File: src/rtl/bus_arbiter.sv
// Round-robin arbiter granting one master the shared bus and latching its target slave ID.
// Latency: request sampled at edge k is granted after edge k; one TURN cycle follows every release.
// Backpressure: owner holds the bus until txn_done, request drop or timeout; other requests wait in IDLE.
module bus_arbiter #(
    parameter int NUM_MASTERS    = 2,
    parameter int SLAVE_ID_W     = 2,
    parameter int TIMEOUT_CYCLES = 64
) (
    input  logic                              clk,
    input  logic                              reset,
    input  logic [NUM_MASTERS-1:0]            m_req,
    input  logic [NUM_MASTERS*SLAVE_ID_W-1:0] m_slave_id,
    input  logic                              txn_done,
    output logic [NUM_MASTERS-1:0]            m_grant,
    output logic                              bus_busy,
    output logic [SLAVE_ID_W-1:0]             slave_sel,
    output logic                              slave_sel_valid,
    output logic                              timeout
);

    localparam int PTR_W = $clog2(NUM_MASTERS);
    localparam int CNT_W = $clog2(TIMEOUT_CYCLES);

    typedef enum logic [1:0] {
        ST_IDLE  = 2'd0,
        ST_GRANT = 2'd1,
        ST_TURN  = 2'd2
    } state_t;

    state_t            state;
    state_t            state_next;
    logic [PTR_W-1:0]  rr_ptr;
    logic [PTR_W-1:0]  owner;
    logic [CNT_W-1:0]  count;

    logic              any_req;
    logic              hi_found;
    logic              lo_found;
    logic [PTR_W-1:0]  hi_idx;
    logic [PTR_W-1:0]  lo_idx;
    logic [PTR_W-1:0]  winner;
    logic [PTR_W-1:0]  ptr_after_win;
    logic [SLAVE_ID_W-1:0] win_slave_id;
    logic              owner_req;
    logic              at_limit;
    logic              release_now;

    // Round-robin pick: first requester at or above rr_ptr, else wrap to the lowest requester.
    always_comb begin
        hi_found = 1'b0;
        lo_found = 1'b0;
        hi_idx   = '0;
        lo_idx   = '0;
        for (int i = 0; i < NUM_MASTERS; i++) begin
            if (m_req[i]) begin
                if (!lo_found) begin
                    lo_found = 1'b1;
                    lo_idx   = PTR_W'(i);
                end
                if (!hi_found && (PTR_W'(i) >= rr_ptr)) begin
                    hi_found = 1'b1;
                    hi_idx   = PTR_W'(i);
                end
            end
        end
        any_req       = |m_req;
        winner        = hi_found ? hi_idx : lo_idx;
        ptr_after_win = (winner == PTR_W'(NUM_MASTERS - 1)) ? '0 : winner + 1'b1;
    end

    // Slave ID of the winner and request level of the current owner.
    always_comb begin
        win_slave_id = '0;
        owner_req    = 1'b0;
        for (int i = 0; i < NUM_MASTERS; i++) begin
            if (PTR_W'(i) == winner) begin
                win_slave_id = m_slave_id[i*SLAVE_ID_W +: SLAVE_ID_W];
            end
            if (PTR_W'(i) == owner) begin
                owner_req = m_req[i];
            end
        end
        at_limit    = (count == CNT_W'(TIMEOUT_CYCLES - 1));
        release_now = txn_done || !owner_req || at_limit;
    end

    // State register.
    always_ff @(posedge clk or posedge reset) begin
        if (reset) begin
            state <= ST_IDLE;
        end else begin
            state <= state_next;
        end
    end

    // Next-state decode: arbitrate in IDLE, hold in GRANT until release, single TURN cycle.
    always_comb begin
        state_next = state;
        case (state)
            ST_IDLE:  state_next = any_req ? ST_GRANT : ST_IDLE;
            ST_GRANT: state_next = release_now ? ST_TURN : ST_GRANT;
            ST_TURN:  state_next = ST_IDLE;
            default:  state_next = ST_IDLE;
        endcase
    end

    // Bus is occupied from the grant through the turnaround cycle.
    always_comb begin
        bus_busy = (state != ST_IDLE);
    end

    // Grant, slave select, pointer, timeout counter and timeout pulse registers.
    always_ff @(posedge clk or posedge reset) begin
        if (reset) begin
            m_grant         <= '0;
            slave_sel       <= '0;
            slave_sel_valid <= 1'b0;
            timeout         <= 1'b0;
            rr_ptr          <= '0;
            owner           <= '0;
            count           <= '0;
        end else begin
            timeout <= 1'b0;
            case (state)
                ST_IDLE: begin
                    if (any_req) begin
                        m_grant         <= NUM_MASTERS'(1) << winner;
                        slave_sel       <= win_slave_id;
                        slave_sel_valid <= 1'b1;
                        rr_ptr          <= ptr_after_win;
                        owner           <= winner;
                        count           <= '0;
                    end
                end
                ST_GRANT: begin
                    if (release_now) begin
                        m_grant         <= '0;
                        slave_sel_valid <= 1'b0;
                        // A completion on the last allowed cycle is a normal release.
                        timeout         <= at_limit && !txn_done;
                    end else begin
                        count <= count + 1'b1;
                    end
                end
                default: begin
                end
            endcase
        end
    end

endmodule
File: config.mk
export PLATFORM = sky130hd
export DESIGN_NAME = bus_arbiter
export DESIGN_NICKNAME = d
export VERILOG_FILES = /design/src/rtl/bus_arbiter.sv
export SDC_FILE = /design/constraint.sdc
export NUM_CORES = 1
export LEC_CHECK = 0
export BUFFER_PORTS_ARGS = -buffer_cell sky130_fd_sc_hd__buf_2
export CORE_ASPECT_RATIO = 1.4
export CORE_MARGIN = 10
export CORE_UTILIZATION = 23
export CTS_BUF_LIST = sky130_fd_sc_hd__clkbuf_8
export DETAILED_ROUTE_END_ITERATION = 7
export GPL_TIMING_DRIVEN = 0
export HOLD_SLACK_MARGIN = 0.03
export PLACE_DENSITY_LB_ADDON = 0.05
export SLEW_MARGIN = 20
export SYNTH_ARGS = -nofsm -noshare
export SYNTH_HDL_FRONTEND = slang
export SYNTH_SLANG_ARGS = --single-unit
File: constraint.sdc
create_clock -name clk -period 4.26 [get_ports clk]
set_input_delay 0.213 -clock clk [delete_from_list [all_inputs] [get_ports clk]]
set_output_delay 0.213 -clock clk [all_outputs]
set_load 0.01 [all_outputs]
==> impl_metrics.toml <==
[run_status]
outcome = "finished clean"

[power]
p_leak_nw = 0.460
vdd_drop_max_mv = 0.213
cellPowerDensity_nw_per_um2 = 660
p_seq_share_pct = 40.1
comb_power_share_pct = 37.9
swShare_pct = 36.2
p_switching_mw = 0.221
internal_power_mw = 0.390
power_mw = 0.611
pwr-share-clk_pct = 22.0

[timing]
clock.fmax_mhz = 597
tns_ns = 0
hold_viol_final = 0
worst_pin_slew_ns = 0.760
rsz0062_at_grt = "no"
period_needed_ns = 1.67
maxSlewViolCount = 0
slew_headroom_pct = 49.0
period_share_pct = 39.3
skew_ns = 0.00170
setup_violations = 0

[critical_path]
crit_fanout = 6
cp.required_ns = 4.45
critical_path_class = "reg2reg"
crit_top_cell = "o21ai_0"
cp_slowest_cell = "o21ai_0"
reg2reg_depth = 5
crit_arrival_ns = 1.86
crit_path_end_kind = "flop"
start_kind = "flop"
slowest_delay_ns = 0.48
path_cells = "ha_1 -> nand3_2 -> o21ai_0 -> o21ai_0 -> a31o_2"
reg2reg_setup_slack_ns = 2.59

[cts]
clock-sinks = 16
cts_resized = 0
htree_num_levels = 1
cts_hold_buf = 0
cts_buffers = 3
clk_pin_slew_ns = 0.06
max-clock-path-buffers = 2
cts_tree = "done"
post_cts_buffers = 0
root_buffer = "clkbuf_8"
clk_latency_ns = 0.25

[grt]
grt.overflow.total = 0
grt_pass1_wl_um = 3060
grt_use_met1_pct = 6.92
grt_max_degree = 17
grt_antenna_before_repair = 0
grt-busiest-layer = "met2"
grtUsageMet3_pct = 2.58
met2_usage_pct = 11.2
grt_util_all_layers_pct = 6.82
grt_pass1_vias = 682

[routing]
viasPerCell = 4.61
via_count = 576
drc = 0
wire_per_inst_um = 14.0
drt_first_pass_iters = 4
ant_nets = 0
drtIter0Drc = 14
wirelength_um = 1750

[layout]
multi_input_area_um2 = 322
area_delta_synth_final_pct = 23.9
fill_cells = 348
drive_above_1_share_pct = 31.4
final_nets = 97
diodes = 0
regArea_um2 = 400

[floorplanning]
core_um2 = 3120
rows = 24
die_h_um = 87.5
initial_utilization_pct = 24.0
die_area_um2 = 5970
ios = 16
die_w_um = 68.2

[yosys]
yosys.area.top_type = "dfrtp_1"
synth-simple-area-share_pct = 15.2
synth_most_common_cell = "dfrtp_1"
synthCells = 67
yosysUniqueCellTypes = 27
synth_ff_type = "dfrtp_1"
synth.net_count = 77
ys_seq_area_share_pct = 53.5
synth_xor_area_share_pct = 0
ys_ff_latch = 16
synth_common_cells = "dfrtp_1 (16), inv_1 (7), nand3_1 (5)"
synth_top_area_share_pct = 53.5
synth_top_family_by_area = "compound AO/OA/AOI/OAI gates"
synthAdderAreaFrac_pct = 1.67
synth_compound_area_share_pct = 22.7
async_flop_share_pct = 100
netlist_area_um2 = 748
yosys-mux-area-fraction_pct = 3.34
ys_warn_count = 0
synthTopCellsByArea = "dfrtp_1 (54%), inv_1 (3.5%), o2111ai_4 (3.5%), nand3_1 (3.3%), a21oi_1 (2.7%)"
avgSynthCellArea_um2 = 11.2
synth_edf_count = 0

[flow_run]
cap_violations = 0

[placed_design]
io_buffers = 15
globalplace.congestion = 0.704

[min_path]
hold_path.class = "in2async"
[power by group through the flow]
stage / clock, mW / combinational, mW / sequential, mW
global route: 0.148 / 0.266 / 0.254
finish: 0.135 / 0.232 / 0.245
global placement: 0 / 0.238 / 0.247
floorplan: 0 / 0.153 / 0.253
detailed placement: 0 / 0.239 / 0.247
CTS: 0.141 / 0.238 / 0.246
[registers in the layout (all words and copies together) (netlist names)]
name	flops
owner	1
count	6
rr_ptr	1
timeout	1
slave_sel	2
slave_sel_valid	1
m_grant	2
state	2
[critical path: cells and delay by family, from the launching register on]
kind / cells / cell delay (ns)
AO/OA/AOI/OAI: 3 / 0.81
flip-flops: 1 / 0.40
adder cells (fa/ha/maj): 1 / 0.25
AND/OR/NAND/NOR: 1 / 0.15
[final cells by class]
| class | instances | area share [%] |
|---|---|---|
| clock buffer | 4 | 5.94 |
| tap | 39 | 5.26 |
| timing repair buffer | 15 | 8.10 |
| inverter | 7 | 2.83 |
| sequential | 16 | 43.2 |
| multi-input combinational | 44 | 34.7 |
[through the flow]
step	hold WS (ns)	area, um^2	cells	setup slack (ns)	utilization [%]
final	0.0349	927	125	2.59	29.7
after global routing	0.0977	927	125	2.49	29.7
after CTS	0.0650	927	125	2.57	29.7
after detailed placement	0.340	872	121	2.59	27.9
after global placement	0.344	872	121	2.58	27.9
after floorplan	0.127	748	67	2.81	-
[path summary, 6_finish.rpt]
path,startpoint,end
max in group asynchronous,reset,rr_ptr$_DFFE_PP0N_
setup / recovery,count[0]$_DFFE_PP0P_,m_grant[0]$_DFFE_PP0P_
hold reg to reg,slave_sel_valid$_DFFE_PP0P_,slave_sel_valid$_DFFE_PP0P_
min in group clk,txn_done,timeout$_DFF_PP0_
setup reg to reg,count[0]$_DFFE_PP0P_,m_grant[0]$_DFFE_PP0P_
hold / removal,reset,slave_sel_valid$_DFFE_PP0P_
[logic make-up after synthesis]
family | after synthesis
AO/OA/AOI/OAI | 21
flip-flops | 16
adder cells (fa/ha/maj) | 1
AND/OR/NAND/NOR | 20
multiplexers | 2
buffers and inverters | 7
[cell usage in the layout, fill, tap and decap left out]
cell        n
nand3_2     1
a31o_2      2
ha_1        1
nand2_2     1
mux2i_1     1
mux2_4      1
or4_1       1
buf_2      15
nand3_1     5
o21a_1      2
and2b_2     1
nand2_1     4
o21ai_1     1
a31oi_1     1
clkbuf_8    4
a41oi_1     1
inv_1       7
o2111ai_4   1
a21bo_2     1
o21ai_0     3
dfrtp_1    16
nor4_1      1
a21oi_1     4
and3_1      3
o2111a_1    1
nand2b_1    2
a222oi_1    2
a21o_1      2
nor2_1      1
[per-layer routing]
layer  wire length, um  vias to the layer above
met5                 0                        -
met4                22                        0
met3               100                        2
met2               859                       11
met1               770                      276
li1                  -                      287
Note: power is estimated with default switching activity, not from simulation.
